## src/rtl/cdb_arbiter.sv

```systemverilog
// cdb_arbiter: rotating-priority scheduler driving the registered common data bus lanes.
// Define CDB_DUAL_LANE_EN for two broadcast lanes per cycle; otherwise lane 2 is tied off.
module cdb_arbiter #(
  parameter int NUM_REQ = 4,
  parameter int ROB_W = 6,
  parameter int DATA_W = 32,
  parameter logic [ROB_W-1:0] INVALID_ROB = ROB_W'(6'b010000)
) (
  input  logic                      clock,
  input  logic                      reset,
  input  logic                      flush,
  input  logic                      cdb_stall,
  input  logic [NUM_REQ-1:0]        req_valid,
  input  logic [NUM_REQ*ROB_W-1:0]  req_rob,
  input  logic [NUM_REQ*DATA_W-1:0] req_data,
  output logic [NUM_REQ-1:0]        req_ack,
  output logic                      cdb_iscast,
  output logic [ROB_W-1:0]          cdb_rob,
  output logic [DATA_W-1:0]         cdb_data,
  output logic                      cdb_iscast2,
  output logic [ROB_W-1:0]          cdb_rob2,
  output logic [DATA_W-1:0]         cdb_data2
);

  localparam int PTR_W = $clog2(NUM_REQ);

`ifdef CDB_DUAL_LANE_EN
  localparam bit DUAL_LANE_EN = 1'b1;
`else
  localparam bit DUAL_LANE_EN = 1'b0;
`endif

  function automatic logic [PTR_W-1:0] wrap_add(input logic [PTR_W-1:0] base, input int off);
    int sum;
    sum = 32'(base) + off;
    if (sum >= NUM_REQ) sum = sum - NUM_REQ;
    return PTR_W'(sum);
  endfunction

  logic [ROB_W-1:0]  rob_arr  [NUM_REQ];
  logic [DATA_W-1:0] data_arr [NUM_REQ];

  for (genvar gi = 0; gi < NUM_REQ; gi++) begin : g_unpack
    assign rob_arr[gi]  = req_rob[gi*ROB_W +: ROB_W];
    assign data_arr[gi] = req_data[gi*DATA_W +: DATA_W];
  end

  logic [PTR_W-1:0]  rr_ptr_q, rr_ptr_d;
  logic              cast1_q, cast1_d, cast2_q, cast2_d;
  logic [ROB_W-1:0]  rob1_q, rob1_d, rob2_q, rob2_d;
  logic [DATA_W-1:0] data1_q, data1_d, data2_q, data2_d;

  logic [NUM_REQ-1:0] rot_valid;
  logic               l1_hit, l2_hit, l1_win, l2_win, grant_en;
  logic [PTR_W-1:0]   l1_off, l2_off, l1_idx, l2_idx;

  // Offsets are relative to rr_ptr, so lane 2 can never wrap past it.
  always_comb begin
    rot_valid = '0;
    l1_hit    = 1'b0;
    l1_off    = '0;
    l2_hit    = 1'b0;
    l2_off    = '0;
    for (int i = 0; i < NUM_REQ; i++) begin
      rot_valid[i] = req_valid[wrap_add(rr_ptr_q, i)];
    end
    for (int i = 0; i < NUM_REQ; i++) begin
      if (!l1_hit && rot_valid[i]) begin
        l1_hit = 1'b1;
        l1_off = PTR_W'(i);
      end
    end
    for (int i = 1; i < NUM_REQ; i++) begin
      if (l1_hit && !l2_hit && rot_valid[i] && (PTR_W'(i) > l1_off)) begin
        l2_hit = 1'b1;
        l2_off = PTR_W'(i);
      end
    end
    l1_idx   = wrap_add(rr_ptr_q, 32'(l1_off));
    l2_idx   = wrap_add(rr_ptr_q, 32'(l2_off));
    grant_en = !flush && !cdb_stall && !reset;
    l1_win   = l1_hit && grant_en;
    l2_win   = l2_hit && grant_en && DUAL_LANE_EN;
  end

  for (genvar gi = 0; gi < NUM_REQ; gi++) begin : g_ack
    assign req_ack[gi] = (l1_win && (l1_idx == PTR_W'(gi))) ||
                         (l2_win && (l2_idx == PTR_W'(gi)));
  end

  // Idle lanes keep their data; with one lane, lane 2 never wins and stays at reset values.
  always_comb begin
    cast1_d  = l1_win;
    rob1_d   = l1_win ? rob_arr[l1_idx] : INVALID_ROB;
    data1_d  = l1_win ? data_arr[l1_idx] : data1_q;
    cast2_d  = l2_win;
    rob2_d   = l2_win ? rob_arr[l2_idx] : INVALID_ROB;
    data2_d  = l2_win ? data_arr[l2_idx] : data2_q;
    rr_ptr_d = rr_ptr_q;
    if (flush) begin
      rr_ptr_d = '0;
    end else if (l2_win) begin
      rr_ptr_d = wrap_add(l2_idx, 1);
    end else if (l1_win) begin
      rr_ptr_d = wrap_add(l1_idx, 1);
    end
  end

  always_ff @(posedge clock or posedge reset) begin
    if (reset) begin
      rr_ptr_q <= '0;
      cast1_q  <= 1'b0;
      rob1_q   <= INVALID_ROB;
      data1_q  <= '0;
      cast2_q  <= 1'b0;
      rob2_q   <= INVALID_ROB;
      data2_q  <= '0;
    end else begin
      rr_ptr_q <= rr_ptr_d;
      cast1_q  <= cast1_d;
      rob1_q   <= rob1_d;
      data1_q  <= data1_d;
      cast2_q  <= cast2_d;
      rob2_q   <= rob2_d;
      data2_q  <= data2_d;
    end
  end

  assign cdb_iscast  = cast1_q;
  assign cdb_rob     = rob1_q;
  assign cdb_data    = data1_q;
  assign cdb_iscast2 = cast2_q;
  assign cdb_rob2    = rob2_q;
  assign cdb_data2   = data2_q;

endmodule

```

## config.mk

```make
export PLATFORM = sky130hd
export DESIGN_NAME = cdb_arbiter
export DESIGN_NICKNAME = d
export VERILOG_FILES = /design/src/rtl/cdb_arbiter.sv
export SDC_FILE = /design/constraint.sdc
export NUM_CORES = 1
export LEC_CHECK = 0
export ABC_AREA = 1
export ABC_CLOCK_PERIOD_IN_PS = 3580
export BUFFER_PORTS_ARGS = -buffer_cell sky130_fd_sc_hd__clkbuf_2
export CAP_MARGIN = 20
export CORE_MARGIN = 2
export CORE_UTILIZATION = 44
export CTS_CLUSTER_SIZE = 8
export DETAILED_ROUTE_END_ITERATION = 10
export HOLD_SLACK_MARGIN = 0.08
export PLACE_DENSITY_LB_ADDON = 0.15
export SLEW_MARGIN = 10
export SYNTH_ARGS = -nofsm -noshare
export SYNTH_HDL_FRONTEND = slang
export SYNTH_SLANG_ARGS = --single-unit
export TNS_END_PERCENT = 100
```

## constraint.sdc

```tcl
create_clock -name clock -period 3.58 [get_ports clock]
set_input_delay 0.716 -clock clock [delete_from_list [all_inputs] [get_ports clock]]
set_output_delay 0.716 -clock clock [all_outputs]
set_load 0.005 [all_outputs]
```

# Yosys cells after proc, flatten, opt, wreduce, memory -nomap -nowiden
# Cells that the tools add are included.
[word_totals] word_cells=78 latchBits=0 output_inout_bits=82 register_bits=41 mem_count=0 mem_bits_rw=0 rom_bits=0
[classes] eq_ne=3 reduce_logical=18 multipliers=0 n_div=0 addsub=11 muxes=30 bitwise_logic=1 magnitude_cmp=11 shifts=0
[op_table] cell="32-bit binary-select mux with 2-bit select" count=1
[op_table] cell="32-bit two-way mux" count=2
[op_table] cell="2-bit two-way mux" count=10
[op_table] cell="3-bit >= comparator, second input constant" count=6
[op_table] cell="6-bit two-way mux" count=3
[op_table] cell="6-bit binary-select mux with 2-bit select" count=1
[op_table] cell="2-bit by 3-bit < comparator with 1-bit output, second input constant" count=4
[op_table] cell="2-bit by 1-bit subtractor with 2-bit output, second input constant" count=6
[op_table] cell="1-bit logical AND" count=10
[op_table] cell="1-bit two-way mux" count=9
[op_table] cell="1-bit binary-select mux with 2-bit select" count=4
[op_table] cell="2-bit by 1-bit adder with 3-bit output, second input constant" count=2
[op_table] cell="2-bit by 2-bit adder with 3-bit output, second input constant" count=2
[op_table] cell="1-bit zero test" count=6
[op_table] cell="2-bit == test, second input constant" count=2
[op_table] cell="2-bit by 2-bit adder with 3-bit output" count=1
[op_table] cell="2-bit by 3-bit >= comparator with 1-bit output, second input constant" count=1
[op_table] cell="2-bit inverter with 3-bit output" count=1
[op_table] cell="2-bit by 1-bit == test with 1-bit output, second input constant" count=1
[op_table] cell="2-bit zero test" count=1
[op_table] cell="2-bit nonzero test" count=1

# Depth between registers and ports, before layout
# Gate-level depths: netlist of run 1.
[logic_depth] ltp_word=22 mapped_depth=17

# Worst setup path after synthesis of run 1
# No wires, ideal clock.
[synth_timing] path_kind="input to output" startpoint="input req_valid[3]" endpoint="output req_ack[2]" path_stages=16 setup_slack_ns=0.576 path_buffers=1 arrival_ns=2.288 cell_sequence="inv_1 -> nand2_1 -> nand2_1 -> nand2_1 -> nand2_1 -> a31oi_1 -> nor2_1 -> ha_1 -> xor2_1 -> inv_1 -> nand3_2 -> nand2_4 -> buf_6 -> ha_1 -> inv_1 -> nor2_1"
[synth_via] elab_chain_len=17
[synth_rtl] element="start: declaration" line="13" text="input logic [NUM_REQ-1:0] req_valid,"
[synth_rtl] element="1-bit binary-select mux with 2-bit select" line="65" text="rot_valid[i] = req_valid[wrap_add(rr_ptr_q, i)];"
[synth_rtl] element="1-bit two-way mux (not written as such)" line="65"
[synth_rtl] element="1-bit two-way mux" line="68" text="if (!l1_hit && rot_valid[i]) begin"
[synth_rtl] element="1-bit zero test" line="68"
[synth_rtl] element="1-bit logical AND" line="68"
[synth_rtl] element="1-bit two-way mux" line="68"
[synth_rtl] element="1-bit zero test" line="68"
[synth_rtl] element="1-bit logical AND" line="68"
[synth_rtl] element="1-bit two-way mux" line="68"
[synth_rtl] element="1-bit zero test" line="68"
[synth_rtl] element="1-bit logical AND" line="68"
[synth_rtl] element="2-bit two-way mux" line="68"
[synth_rtl] element="2-bit by 2-bit adder with 3-bit output" line="35" text="sum = 32'(base) + off;"
[synth_rtl] element="3-bit >= comparator or 2-bit by 1-bit subtractor with 2-bit output (tied branches)" line="36" text="if (sum >= NUM_REQ) sum = sum - NUM_REQ;"
[synth_rtl] element="2-bit two-way mux" line="36"
[synth_rtl] element="2-bit == test" line="87" text="assign req_ack[gi] = (l1_win && (l1_idx == PTR_W'(gi))) ||"
[synth_rtl] element="1-bit logical AND (*)" line="87"
[synth_rtl] element="end: declaration" line="16" text="output logic [NUM_REQ-1:0] req_ack,"
# Every way passes the cells marked *; elsewhere a longest branch is shown, timed or not. The select of a mux whose other input is x is not followed.

# Worst setup path after layout of run 1
[layout_timing] startpoint="register rr_ptr_q[0]" endpoint="output req_ack[3]"
[layout_via] elab_chain_len=19
[layout_rtl] element="start: declaration" line="48" text="logic [PTR_W-1:0] rr_ptr_q, rr_ptr_d;"
[layout_rtl] element="start signal: assignment" line="119" text="rr_ptr_q <= rr_ptr_d;"
[layout_rtl] element="branches (longest 18 deep; another with 2-bit by 1-bit adder with 3-bit output)"
[layout_rtl] element="1-bit logical AND (*)" line="87"
# Every way passes the cells marked *. The select of a mux whose other input is x is not followed.

==> flow_summary.ini, run 1 <==
[die]
boundaryPins = 242
die_h_um = 96.89
rows = 33
fp.coreArea_um2 = 8299
fp.dieW_um = 96.89
dieArea_um2 = 9387
initial_core_util = 0.4574

[power_and_ir_drop]
powerDensity_nw_per_um2 = 899.5
static-leakage-power_nw = 2.687
vdd_drop_max_mv = 0.7017
total_power_mw = 4.133

[sta]
period_minus_slack_ps = 3405
worst_slew_pin_slew_ps = 876.6
slew_violations = 0
clock_skew_ps = 4.666
fin_crit_sh = 0.9512
fin_ws_ps = 174.5
finalSetupViolations = 0
relSlewSlack = 0.4147
hold_viol_final = 0
fmax_ghz = 0.2936

[setup_path]
rr_worst_depth = 13
cp-end-kind = output pin
rr_startpoint = rr_ptr_q[0]
r2r-end = cdb_data[26]
critical_path_class = reg -> out
cp_num_buf_inv = 4
slowest_stage = dfrtp_2
path_depth = 15
crit_fanout = 22
startpoint_type = register
cp.required_ps = 2860
path_delay_family = simple AND/OR/NAND/NOR gates
cp-endpoint = req_ack[3]
slowest_delay_ps = 490
critPathArrivalTime_ps = 2690
startpoint = rr_ptr_q[0]
path_cells = buf_4 -> nand2_1 -> nand2_2 -> nand2_2 -> nand2_2 -> a31oi_1 -> nor2_1 -> ha_4 -> xor2_2 -> inv_1 -> nand3_2 -> nand2_4 -> inv_1 -> nor3_1 -> clkbuf_2
cp_common_cell = nand2_2
worst-r2r-setup-slack_ps = 840

[detailed_routing]
drtIter0Drc = 109
via_per_inst = 4.725
wl_per_cell_um = 12.57
drtAntennaViolNets = 0
wl_mm = 9.367
vias = 3520
drc_errors = 0
first_pass_iters = 4

[grt]
grt_max_degree = 45
grt_pass1_wl_mm = 15.55
track_usage = 0.1959
antenna_found_initial = 0
grt_pass1_vias = 3335
gr-total-overflow = 0

[synthesis]
synthCells = 455
synth_cell_types = 30
synth_top_area_cell = dfrtp_1
yosysWarnings = 0
yosys-top-cells-area = dfrtp_1 (26%), mux2i_1 (18%), nand2_1 (15%)
yosys.cell_count.top_type = nand2_1
synth_edf_count = 0
async_flop_share = 1.000
ys_ff_latch = 41
synth_common_cells = nand2_1 (149), mux2i_1 (69), buf_4 (42), nand3_2 (42), dfrtp_1 (40)
synth_area_per_cell_um2 = 8.343
seq_area_frac_synth = 0.2706
syn_area_um2 = 3796
synth_top_area_share = 0.2637
ys.flop_type = dfrtp_1

[clocking]
cts_hold_buf = 0
cts.sinks = 41
clkTransAtPathRegs_ps = 80
cts_tree = yes
clockBufferDepth = 2
ctsHtreeMaxLevel = 2
cts_buffers = 5
clk-insertion-delay-late_ps = 290
root_buffer = clkbuf_8

[placed_design]
pre_cts_slack_ps = 140.0
io_buffers = 202
post-dp-hpwl_mm = 7.201
place.gp.congestion = 0.8565

[final_layout]
fin_nets = 801
syn_to_final_growth_pct = 21.03
drive_above_1_share = 0.4406
antenna_cells = 0

[flow_run]
maxCapViolations = 0

[worst_hold_path]
hold_path.class = reg -> reg

[outcome]
status = finished, final reports clean
flip-flops by register name, indices dropped and copies added (netlist names):
register and cells:
cdb_data 32, cdb_rob 6, rr_ptr_q 2, cdb_iscast 1
metal layers:
layer / vias up / GRT usage / routed length [µm]
met5: - / 0 / 0
met4: 0 / 0.06717 / 223
met3: 19 / 0.04624 / 704
met2: 155 / 0.3349 / 4555
met1: 1571 / 0.2417 / 3884
li1: 1775 / - / -
worst min path at each step:
stage,cells after the start,from,end
after floorplan,2,cdb_data[28],cdb_data[28]
after global placement,2,cdb_data[3],cdb_data[3]
after detailed placement,2,cdb_data[5],cdb_data[5]
after CTS,2,cdb_data[5],cdb_data[5]
after global routing,2,cdb_data[21],cdb_data[21]
final,2,cdb_data[5],cdb_data[5]
where the power goes:
group | total [mW] | switching (mW) | internal, mW
registers | 0.785 | 0.123 | 0.661
clock network | 0.291 | 0.156 | 0.135
logic | 3.06 | 1.80 | 1.25
stage by stage:
stage	cells	area (µm²)	hold WS (ps)	util	setup TNS, ps
after global placement	736	4496	462.3	0.5417	0
after floorplan	492	3935	472.1	-	0
after global routing	745	4594	498.4	0.5536	-2.298
final	745	4594	483.4	0.5536	0
after CTS	744	4579	486.7	0.5518	0
after detailed placement	736	4496	464.8	0.5417	0
cell usage in the layout (no fill, tap or decap), drive strengths merged:
cell / instances
clkbuf: 208
nand2: 164
nand3: 75
mux2i: 69
dfrtp: 40
conb: 39
nor2: 13
inv: 13
buf: 6
nor3: 4
o22ai: 2
clkinv: 2
ha: 2
xor2: 1
a31oi: 1
dfstp: 1
layout make-up:
type	count	area [µm²]
Fill cell	803	3705
Sequential cell	41	1028
Tap cell	105	131.4
Clock buffer	6	72.57
Inverter	13	56.30
Clock inverter	2	10.01
Timing Repair Buffer	208	1056
Multi-Input combinational cell	370	2240
tightest hold or removal path: stages (launching register included):
cell	delay [ps]
dfrtp_1	350
nand2_1	50
nand2_1	50
timing repair:
item                       CTS  global route
buffers inserted             0             1
setup endpoints to repair    1             3
pin swaps                    0             0
resized for setup            1             1
kinds of logic (layout without fill, tap and decap cells):
family	Yosys count	in the layout	synth area share
AOI/OAI and AO/OA	3	3	0.004944
xor gates and xnor gates	1	1	0.002308
adders and majority gates	2	2	0.006591
muxes	69	69	0.1819
buffers and inverters	81	229	0.1813
and+or+nand+nor	256	256	0.3504
other	2	39	0.001978
DFF	41	41	0.2706
Note: power is estimated with default switching activity, not from simulation.
==> run 2: changes to the inputs <==
ABC_CLOCK_PERIOD_IN_PS = 3770   (was 3580)
clock period = 3.77 ns   (was 3.58 ns; I/O delays follow)
==> flow_summary.ini, run 2 (same netlist as run 1, synthesis figures left out) <==
[outcome]
status = finished, final reports clean

[grt]
grt_max_degree = 45
grt_pass1_wl_mm = 16.14
antenna_found_initial = 0
track_usage = 0.2014
grt_pass1_vias = 3508
gr-total-overflow = 0

[final_layout]
instances_no_fill = 745
antenna_cells = 0
fin_area_um2 = 4587
layout_common_cells = clkbuf_2 (202), nand2_1 (149), mux2i_1 (69)
final_util = 0.5527
fin_nets = 801
drive_above_1_share = 0.4391
final_common_cell = clkbuf_2
syn_to_final_growth_pct = 20.83
largest_reg_flops = 32

[clocking]
ctsHtreeMaxLevel = 2
clk-insertion-delay-late_ps = 290
root_buffer = clkbuf_8
cts_hold_buf = 0
cts_buffers = 5
clkTransAtPathRegs_ps = 70
cts_tree = yes
clockBufferDepth = 2
cts.sinks = 41

[sta]
fin_tns_setup_ps = 0
clock_skew_ps = 5.193
hold_viol_final = 0
fmax_ghz = 0.2870
rsz0062_at_grt = false
period_minus_slack_ps = 3485
slew_violations = 0
relSlewSlack = 0.4163
hold_slack_ps = 479.4
fin_crit_sh = 0.9243
finalSetupViolations = 0
worst_slew_pin_slew_ps = 874.3

[setup_path]
worst-r2r-setup-slack_ps = 1020
critical_path_class = in -> out
cp_common_cell = nand2_1
cp_num_buf_inv = 5
path_cells = clkbuf_2 -> inv_1 -> nand2_1 -> nand2_1 -> nand2_1 -> nand2_1 -> a31oi_1 -> nor2_1 -> ha_4 -> xor2_1 -> inv_1 -> nand3_2 -> nand2_4 -> ha_1 -> inv_1 -> nor2_1 -> clkbuf_2
cp.required_ps = 3020
path_delay_family = simple AND/OR/NAND/NOR gates
slowest_delay_ps = 260
slowest_stage = xor2_1
critPathArrivalTime_ps = 2730
cp-end-kind = output pin
startpoint_type = input port
crit_fanout = 22

[die]
fp.dieW_um = 96.89
die_h_um = 96.89
boundaryPins = 242
initial_core_util = 0.4574
rows = 33
dieArea_um2 = 9387
fp.coreArea_um2 = 8299

[power_and_ir_drop]
static-leakage-power_nw = 2.686
powerDensity_nw_per_um2 = 848.6
vdd_drop_max_mv = 0.8092

[detailed_routing]
wl_per_cell_um = 12.63
via_per_inst = 4.717
vias = 3514
drc_errors = 0
drtAntennaViolNets = 0
first_pass_iters = 4
drtIter0Drc = 105
wl_mm = 9.411

[placed_design]
io_buffers = 202
dpl_cell_area_um2 = 4503
dp_cells = 737
place.gp.congestion = 0.8377
post-dp-hpwl_mm = 7.355

[flow_run]
maxCapViolations = 0

[worst_hold_path]
hold_path.class = reg -> reg
[run 2: cell counts in the layout (fill, tap and decap cells not counted)]
Identical to the previous run, type by type.
[run 2: final cells by class]
| type | count | area, µm² |
|---|---|---|
| clock buffer | 6 | 72.57 |
| fill | 840 | 3712 |
| multi-input combinational | 370 | 2232 |
| clock inverter | 2 | 10.01 |
| sequential | 41 | 1028 |
| tap | 105 | 131.4 |
| inverter | 13 | 56.30 |
| timing repair buffer | 208 | 1056 |
[run 2: tightest hold or removal path, delay by kind of cell, from the launching register on]
| kind | cells | cell delay, ps |
|---|---|---|
| flops | 1 | 340 |
| simple gates | 2 | 100 |
[run 2: what timing repair did]
| action | 4_1_cts | 5_1_grt |
|---|---|---|
| buffers inserted | 0 | 0 |
| gates resized for setup | 0 | 1 |
| endpoints found under the setup margin | 0 | 2 |
[run 2: layer usage]
metal | vias up | track usage | part of all wire
met5 | - | 0 | 0
met4 | 0 | 0.03359 | 0.0062
met3 | 7 | 0.03396 | 0.068
met2 | 152 | 0.3750 | 0.51
met1 | 1578 | 0.2459 | 0.41
li1 | 1777 | - | -
[run 2: per-stage QoR]
stage               worst slack (ps)  power (mW)
floorplan                      690.1       3.291
finish                         285.3       3.892
CTS                            185.1       3.940
global route                   108.2       4.286
detailed placement             296.8       3.650
global placement               346.3       3.607
[run 2: worst paths after layout]
| check | end | start | cells after the start |
|---|---|---|---|
| hold / removal | cdb_data[29] | cdb_data[29] | 2 |
| hold reg to reg | cdb_data[29] | cdb_data[29] | 2 |
| setup / recovery | req_ack[2] | req_valid[3] | 17 |
| max in group asynchronous | rr_ptr_q[0] | reset | 2 |
| setup reg to reg | cdb_data[19] | rr_ptr_q[0] | 15 |
| min in group asynchronous | rr_ptr_q[0] | reset | 2 |
[run 2: report_power, final]
| group | switching [mW] | internal (mW) |
|---|---|---|
| Clock | 0.147 | 0.128 |
| Combinational | 1.68 | 1.19 |
| Sequential | 0.121 | 0.628 |
==> run 3: changes to the inputs <==
PLACE_DENSITY = 0.83   (was default)
PLACE_DENSITY_LB_ADDON = default   (was 0.15)
==> flow_summary.ini, run 3 (same netlist as run 1, synthesis figures left out) <==
[outcome]
status = finished, final reports clean

[power_and_ir_drop]
powerDensity_nw_per_um2 = 864.3
vdd_drop_max_mv = 0.6082
static-leakage-power_nw = 2.691
total_power_mw = 3.986

[final_layout]
final_common_cell = clkbuf_2
drive_above_1_share = 0.4397
instances_no_fill = 744
final_util = 0.5557
largest_reg_flops = 32
syn_to_final_growth_pct = 21.49
fin_nets = 800
multiInputGateArea_um2 = 2232
fillCellCount = 799
layout_common_cells = clkbuf_2 (202), nand2_1 (149), mux2i_1 (69)
antenna_cells = 0
seq_area_um2 = 1028

[flow_run]
maxCapViolations = 0

[sta]
clock_skew_ps = 7.800
hold_slack_ps = 484.0
fmax_ghz = 0.2859
period_minus_slack_ps = 3498
relSlewSlack = 0.4358
hold_viol_final = 0
fin_tns_setup_ps = 0
slew_violations = 0
rsz0062_at_grt = false
finalSetupViolations = 0
fin_crit_sh = 0.9278
worst_slew_pin_slew_ps = 845.1

[setup_path]
path_cells = inv_6 -> nand2_1 -> nand2_1 -> nand2_1 -> nand2_1 -> a31oi_1 -> nor2_1 -> ha_4 -> xor2_1 -> inv_1 -> nand3_2 -> nand2_4 -> ha_1 -> inv_1 -> nor2_1 -> clkbuf_2
rr_worst_depth = 15
startpoint = rr_ptr_q[0]
slowest_delay_ps = 520
cp-end-kind = output pin
path_depth = 16
cp.required_ps = 3020
cp_common_cell = nand2_1
slowest_stage = dfrtp_2
critPathArrivalTime_ps = 2740
startpoint_type = register
cp-endpoint = req_ack[2]
worst-r2r-setup-slack_ps = 960
rr_startpoint = rr_ptr_q[0]
cp_num_buf_inv = 4
critical_path_class = reg -> out
crit_fanout = 19
path_delay_family = simple AND/OR/NAND/NOR gates
r2r-end = cdb_data[19]

[grt]
grt_pass1_vias = 3560
grt_pass1_wl_mm = 15.70
grt_max_degree = 42
antenna_found_initial = 0
gr-total-overflow = 0
track_usage = 0.1967

[clocking]
post_cts_buffers = 0
clk-insertion-delay-late_ps = 290
cts_hold_buf = 0
cts.sinks = 41
cts_tree = yes
ctsHtreeMaxLevel = 2
cts_buffers = 5
root_buffer = clkbuf_8
cts_resized = 0
clkTransAtPathRegs_ps = 90
clockBufferDepth = 2

[detailed_routing]
first_pass_iters = 4
via_per_inst = 4.884
drtAntennaViolNets = 0
drc_errors = 0
vias = 3634
drtIter0Drc = 108
wl_mm = 9.293
wl_per_cell_um = 12.49

[worst_hold_path]
hold_path.class = reg -> reg

[placed_design]
io_buffers = 202
post-dp-hpwl_mm = 7.178
dp_cells = 736
place.gp.congestion = 0.9425

[die]
initial_core_util = 0.4574
die_h_um = 96.89
fp.coreArea_um2 = 8299
rows = 33
fp.dieW_um = 96.89
boundaryPins = 242
dieArea_um2 = 9387
[run 3: changes by cell type in the layout (fill, tap and decap cells not counted), sizes merged]
cell and delta:
bufinv +1, clkinv -1, buf -1, clkbuf -1
clkinvlp +1
[run 3: power breakdown]
part | switching, mW | internal (mW)
Combinational | 1.70 | 1.18
Clock | 0.159 | 0.198
Sequential | 0.122 | 0.628
Total | 1.98 | 2.01
[run 3: through the flow]
step	area (µm²)	worst slack, ps
floorplan	3935	690.1
global placement	4496	381.6
detailed placement	4496	295.8
CTS	4611	184.4
global route	4612	1.279
finish	4612	272.2
[run 3: final cells by class]
class,count,area share
Tap cell,105,0.02849
Timing Repair Buffer,207,0.2273
Sequential cell,41,0.2230
Multi-Input combinational cell,370,0.4840
Clock inverter,3,0.01004
Clock buffer,5,0.01492
Inverter,13,0.01221
[run 3: worst min-delay path: stages (launching register included)]
cell	delay [ps]
dfrtp_1	350
nand2_1	50
nand2_1	60
[run 3: how the worst min path moves through the flow]
stage / end / from / cells past startpoint / slack [ps]
after detailed placement: cdb_data[20] / cdb_data[20] / 2 / 460
after CTS: cdb_data[20] / cdb_data[20] / 2 / 490
after floorplan: cdb_data[28] / cdb_data[28] / 2 / 470
after global routing: cdb_data[20] / cdb_data[20] / 2 / 510
final: cdb_data[20] / cdb_data[20] / 2 / 480
after global placement: cdb_data[26] / cdb_data[26] / 2 / 460
[run 3: routing by layer]
layer  vias up  GRT usage  wire [µm]
met5         -          0          0
met4         0    0.05092        167
met3        16    0.03757        617
met2       154     0.3755       4988
met1      1693     0.2221       3519
li1       1771          -          -
